[config.mk]
export PLATFORM = sky130hd
export DESIGN_NAME = lcd_bus_driver
export DESIGN_NICKNAME = d
export VERILOG_FILES = /design/src/rtl/lcd_pkg.sv /design/src/rtl/lcd_delay_cnt.sv /design/src/rtl/lcd_bus_driver.sv
export SDC_FILE = /design/constraint.sdc
export NUM_CORES = 1
export LEC_CHECK = 0
export BUFFER_PORTS_ARGS = -buffer_cell sky130_fd_sc_hd__buf_2
export CORE_MARGIN = 5
export CORE_UTILIZATION = 29
export DETAILED_ROUTE_END_ITERATION = 10
export GPL_ROUTABILITY_DRIVEN = 1
export PLACE_DENSITY = 0.51
export REMOVE_ABC_BUFFERS = 1
export SLEW_MARGIN = 20
export SYNTH_ARGS = -nofsm -noshare
export SYNTH_HDL_FRONTEND = slang
export SYNTH_SLANG_ARGS = --single-unit
[constraint.sdc]
create_clock -name i_clk -period 1.7 [get_ports i_clk]
set_clock_uncertainty 0.05 [all_clocks]
set_input_delay 0.17 -clock i_clk [delete_from_list [all_inputs] [get_ports i_clk]]
set_output_delay 0.17 -clock i_clk [all_outputs]
set_load 0.02 [all_outputs]
[src/rtl/lcd_pkg.sv]
// lcd_pkg: shared types, field indices and commands for the HD44780 bus driver
package lcd_pkg;
  typedef enum logic [2:0] {IDLE, SETUP, PULSE, HOLD, WAIT} lcd_state_e;
  localparam int ON_BIT = 31;
  localparam int EN_BIT = 10;
  localparam int RS_BIT = 9;
  localparam int RW_BIT = 8;
  localparam int DATA_MSB = 7;
  localparam int DATA_LSB = 0;
  localparam logic [7:0] CMD_CLEAR = 8'h01;
  localparam logic [7:0] CMD_HOME = 8'h02;
  typedef struct packed {
    logic       rs;
    logic       rw;
    logic [7:0] data;
  } lcd_fields_t;
  function automatic logic is_long_cmd(input lcd_fields_t f);
    return !f.rs && (f.data == CMD_CLEAR || f.data == CMD_HOME);
  endfunction
  function automatic int max_of(input int a, input int b);
    return a > b ? a : b;
  endfunction
endpackage

[src/rtl/lcd_delay_cnt.sv]
// lcd_delay_cnt: loadable down counter, done on the last cycle of a loaded interval
// Ports: i_clk/i_rst_n clock and async active-low reset; i_load/i_load_val start an
// interval of i_load_val cycles; o_done is high in the final cycle of that interval.
module lcd_delay_cnt #(
  parameter int W = 8
) (
  input  logic         i_clk,
  input  logic         i_rst_n,
  input  logic         i_load,
  input  logic [W-1:0] i_load_val,
  output logic         o_done
);
  logic [W-1:0] cnt_q, cnt_d;
  always_comb cnt_d = i_load ? i_load_val : (cnt_q != '0 ? cnt_q - W'(1) : '0);
  always_ff @(posedge i_clk or negedge i_rst_n)
    if (!i_rst_n) cnt_q <= '0;
    else cnt_q <= cnt_d;
  assign o_done = cnt_q == W'(1);
endmodule

[src/rtl/lcd_bus_driver.sv]
// lcd_bus_driver: turns o_io_lcd register requests into HD44780-timed LCD bus cycles
// Ports: i_clk, i_rst_n (async active low); i_io_lcd request word ([31] ON, [10] EN
// request, [9] RS, [8] RW, [7:0] DATA); o_lcd_data/rs/rw/en/on drive the LCD bus;
// o_busy flags an active or queued transaction; o_overflow is sticky on a dropped request.
module lcd_bus_driver
  import lcd_pkg::*;
#(
  parameter int T_AS_CYC   = 2,
  parameter int T_PW_CYC   = 23,
  parameter int T_H_CYC    = 1,
  parameter int T_EXEC_CYC = 2000,
  parameter int T_LONG_CYC = 82000
) (
  input  logic        i_clk,
  input  logic        i_rst_n,
  input  logic [31:0] i_io_lcd,
  output logic [7:0]  o_lcd_data,
  output logic        o_lcd_rs,
  output logic        o_lcd_rw,
  output logic        o_lcd_en,
  output logic        o_lcd_on,
  output logic        o_busy,
  output logic        o_overflow
);
  localparam int T_MAX = max_of(max_of(max_of(T_AS_CYC, T_PW_CYC), max_of(T_H_CYC, T_EXEC_CYC)), T_LONG_CYC);
  localparam int CW = $clog2(T_MAX + 1);
  lcd_state_e state_q, state_d;
  lcd_fields_t fields_q, fields_d, pend_q, pend_d, req;
  logic pend_v_q, pend_v_d, ovf_q, ovf_d, en_q, en_d, on_q, on_d, lcd_en_q, lcd_en_d;
  logic rise, take, cnt_load, cnt_done;
  logic [CW-1:0] cnt_val;
  logic unused_bits;
  assign unused_bits = ^i_io_lcd[30:11];
  assign req = '{rs: i_io_lcd[RS_BIT], rw: i_io_lcd[RW_BIT], data: i_io_lcd[DATA_MSB:DATA_LSB]};
  // en_q starts high so a request already asserted at reset release is not a rise
  assign rise = i_io_lcd[EN_BIT] & ~en_q;
  lcd_delay_cnt #(.W(CW)) u_cnt (
    .i_clk      (i_clk),
    .i_rst_n    (i_rst_n),
    .i_load     (cnt_load),
    .i_load_val (cnt_val),
    .o_done     (cnt_done)
  );
  always_comb begin
    state_d  = state_q;
    fields_d = fields_q;
    pend_d   = pend_q;
    pend_v_d = pend_v_q;
    ovf_d    = ovf_q;
    en_d     = i_io_lcd[EN_BIT];
    on_d     = i_io_lcd[ON_BIT];
    cnt_load = 1'b0;
    cnt_val  = CW'(T_AS_CYC);
    take     = 1'b0;
    case (state_q)
      IDLE: begin
        if (pend_v_q) take = 1'b1;
        else if (rise) begin
          state_d  = SETUP;
          fields_d = req;
          cnt_load = 1'b1;
        end
      end
      SETUP: if (cnt_done) begin
        state_d  = PULSE;
        cnt_load = 1'b1;
        cnt_val  = CW'(T_PW_CYC);
      end
      PULSE: if (cnt_done) begin
        state_d  = HOLD;
        cnt_load = 1'b1;
        cnt_val  = CW'(T_H_CYC);
      end
      HOLD: if (cnt_done) begin
        state_d  = WAIT;
        cnt_load = 1'b1;
        cnt_val  = is_long_cmd(fields_q) ? CW'(T_LONG_CYC) : CW'(T_EXEC_CYC);
      end
      WAIT: if (cnt_done) begin
        if (pend_v_q) take = 1'b1;
        else state_d = IDLE;
      end
      default: state_d = IDLE;
    endcase
    if (take) begin
      state_d  = SETUP;
      fields_d = pend_q;
      pend_v_d = 1'b0;
      cnt_load = 1'b1;
      cnt_val  = CW'(T_AS_CYC);
    end
    // a rise that cannot start immediately is queued in the single slot or dropped;
    // a full slot drops even when it is being consumed this very cycle
    if (rise && (state_q != IDLE || pend_v_q)) begin
      if (pend_v_q) ovf_d = 1'b1;
      else begin
        pend_d   = req;
        pend_v_d = 1'b1;
      end
    end
    lcd_en_d = state_d == PULSE;
  end
  always_ff @(posedge i_clk or negedge i_rst_n)
    if (!i_rst_n) begin
      state_q  <= IDLE;
      fields_q <= '0;
      pend_q   <= '0;
      pend_v_q <= 1'b0;
      ovf_q    <= 1'b0;
      en_q     <= 1'b1;
      on_q     <= 1'b0;
      lcd_en_q <= 1'b0;
    end else begin
      state_q  <= state_d;
      fields_q <= fields_d;
      pend_q   <= pend_d;
      pend_v_q <= pend_v_d;
      ovf_q    <= ovf_d;
      en_q     <= en_d;
      on_q     <= on_d;
      lcd_en_q <= lcd_en_d;
    end
  assign o_lcd_data = fields_q.data;
  assign o_lcd_rs   = fields_q.rs;
  assign o_lcd_rw   = fields_q.rw;
  assign o_lcd_en   = lcd_en_q;
  assign o_lcd_on   = on_q;
  assign o_busy     = (state_q != IDLE) | pend_v_q;
  assign o_overflow = ovf_q;
endmodule

==> flow_summary.yaml <==
status:
  status: "complete, but fails checks"
  violations: "setup timing"
timing:
  setup-violations-final: 31
  fin_setup_tns_ns: -2.90
  finalHoldViolCount: 0
  min_period_over_period_pct: 109
  tightest_slew_ns: 0.495
  grt_setup_unrepaired: "yes"
  fin_crit_ns: 1.85
  fin_hold_ws_ns: 0.0575
  setup_slack_ns: -0.150
  final_max_slew_viol_count: 0
  fmax_mhz: 541
  slew_headroom_pct: 67.0
logic_synthesis:
  syn_area_mm2: 0.00222
  ys_warn_count: 0
  ys_async_sr_fraction_pct: 100
  avgSynthCellArea_um2: 11.1
  synthCells: 200
  yosys_register_bits: 45
  synth_top_area_cell: "dfrtp_1"
  synth-main-ff-cell: "dfrtp_1"
  yosysMostFrequentCell: "dfrtp_1"
  synth_commonest_cells: "dfrtp_1, nor2_1, and3_1"
  yosys.area.top_type_share_pct: 49.5
  synth.top_cells.by_area: "dfrtp_1, mux2_2, a221o_1"
  ys_seq_area_share_pct: 50.7
  ys_types: 42
  synth_edf_count: 0
placed_design:
  dpl.hpwl_mm: 3.80
  portBuffers: 27
  globalplace.congestion: 0.803
  dpl_worst_slack_ns: -0.200
clocking:
  clockBufferDepth: 2
  numCtsBuffers: 5
  worstSkewPairLatency_ns: 0.30
  cts_sinks: 45
  clk_pin_slew_ns: 0.09
  cts_tree: "done"
  clk_root_buffer_cell: "clkbuf_8"
  h-tree-depth: 2
critical_path:
  startpoint: "u_cnt.cnt_q[8]"
  reg2reg_to: "o_lcd_data[7]"
  rrSetupSlack_ns: -0.15
  rr_worst_depth: 5
  cpMostUsedCell: "o21ai_4"
  cp.depth: 5
  cp_top_family: "compound AO/OA/AOI/OAI gates"
  worstSetupPathType: "register to register"
  arrival_ns: 1.99
  crit_fanout: 10
  crit_buf_inv: 0
  endpoint_kind: "register"
  cp_cell_sequence: "nor4_4, nand4_4, o21ai_4, o21ai_4, a221o_1"
  rr_startpoint: "u_cnt.cnt_q[8]"
  cp_slowest_cell: "dfrtp_1"
  crit_required_ns: 1.84
  cp-start-kind: "register"
  slowest_delay_ns: 0.41
  cp-endpoint: "o_lcd_data[7]"
finish:
  syn_to_final_growth_pct: 50.7
  fillCellCount: 753
  nets: 325
  drive_gt1_share_pct: 52.2
  n_antenna_cell: 0
drt:
  drc: 0
  drtAntennaViolNets: 0
  initialDrtViolationCount: 63
  avgViaCountPerCell: 4.79
  vias: 1874
  drtPass1Iterations: 4
  wire_per_inst_um: 14.8
  wl_mm: 5.81
global_route:
  grt_max_degree: 23
  grt-ovfl-total: 0
  grt_pass1_wl_mm: 9.69
  antenna_found_initial: 0
  track_usage_pct: 12.3
  grt_pass1_vias: 1960
floorplan:
  die_w_um: 97.5
  rows: 32
  die_h_um: 97.5
  dieArea_mm2: 0.00951
  core_mm2: 0.00761
  io_pins: 48
  start_util_pct: 29.2
pwr:
  power_density_mw_per_mm2: 708
  vdd_ir_drop_max_uv: 476
  power.total_mw: 2.37
  leakage_nw: 1.53
min_path:
  hold_path_class: "input port to register"
run:
  max_cap_viol_count: 0
==> report_power, final <==
part           internal (mW)  leakage [nW]  total, mW  switching (mW)
clock                  0.480        0.0585      0.853           0.373
sequential              1.18         0.543       1.25          0.0644
combinational          0.173         0.925      0.271          0.0987
total                   1.83          1.53       2.37           0.536
==> cells in the final DEF, fill, tap and decap left out, types with 3 or more instances in the layout <==
master         Yosys  routed
buf_4              1      48
dfrtp_1           44      42
buf_2              1      27
and3_1            11      11
nor2_1            16      10
a221o_1           10      10
nand2_1            9       8
xor2_1            10       8
xnor2_1            8       7
o21ai_2            2       7
mux2_4             0       7
buf_6              1       7
nor3_1             6       6
clkbuf_8           0       6
inv_1              6       5
nor2_4             0       5
o21ai_1            4       4
nor3_2             3       3
nor4_4             2       3
nand3_1            5       3
or3_1              4       3
a21oi_1            4       3
mux2_2            10       3
dlygate4sd3_1      0       3
==> logic make-up (layout without fill, tap and decap cells) <==
group | count (synthesis) | after routing | synth area share (%)
compound gates | 36 | 36 | 12.3
mux | 10 | 10 | 5.07
fa+ha+maj | 3 | 3 | 1.69
flops | 45 | 45 | 50.7
buf+inv | 15 | 103 | 3.10
xor+xnor | 18 | 18 | 7.09
simple gates | 73 | 74 | 20.0
==> flip-flops by register name (all words and copies together), names as in the netlist, 3 cells and up <==
name         cells
state_q          3
o_lcd_data       8
u_cnt.cnt_q     17
pend_q          10
==> layer usage <==
metal | share of wire, % | wire [um] | global-route usage [%] | vias up
met2 | 48 | 2790 | 20.2 | 39
li1 | - | - | - | 894
met3 | 3.3 | 194 | 2.73 | 10
met1 | 47 | 2730 | 16.2 | 931
met5 | 0 | 0 | 0 | -
met4 | 1.6 | 91 | 3.73 | 0
==> layout make-up <==
class | instances | area [um2] | area share (%)
Clock inverter | 1 | 30.0 | 0.897
Multi-Input combinational cell | 141 | 1280 | 38.2
Clock buffer | 7 | 86.3 | 2.58
Timing Repair Buffer | 88 | 667 | 19.9
Sequential cell | 45 | 1130 | 33.7
Tap cell | 102 | 128 | 3.81
Inverter | 7 | 28.8 | 0.859
==> through the flow <==
stage | instances | instance area, um2 | util, %
floorplan | 192 | 2180 | -
finish | 391 | 3350 | 44.0
CTS | 390 | 3260 | 42.9
global placement | 368 | 2830 | 37.2
global route | 391 | 3350 | 44.0
detailed placement | 368 | 2830 | 37.2
==> timing repair <==
action,4_1_cts,5_1_grt
buffers inserted,9,3
hold buffers,3,0
pin swaps,16,7
setup endpoints to repair,40,42
endpoints found under the hold margin,21,0
resized for setup,50,25
gates cloned,3,0
==> worst register-to-register path: cells and delay by family (launching register included) <==
family | cells | cell delay, ns
flip-flops | 1 | 0.41
AND/OR/NAND/NOR | 2 | 0.58
AO/OA/AOI/OAI | 3 | 0.68
==> worst min-delay path by stage <==
stage,startpoint,end,depth (start not counted)
2_1_floorplan,i_rst_n,o_lcd_data[0],0
3_3_place_gp,i_rst_n,pend_q[8],1
3_5_place_dp,i_rst_n,pend_q[8],1
4_1_cts,i_io_lcd[7],pend_q[7],2
5_1_grt,i_io_lcd[1],pend_q[1],2
6_report,i_io_lcd[7],pend_q[7],2
(Power assumes the default switching activity.)
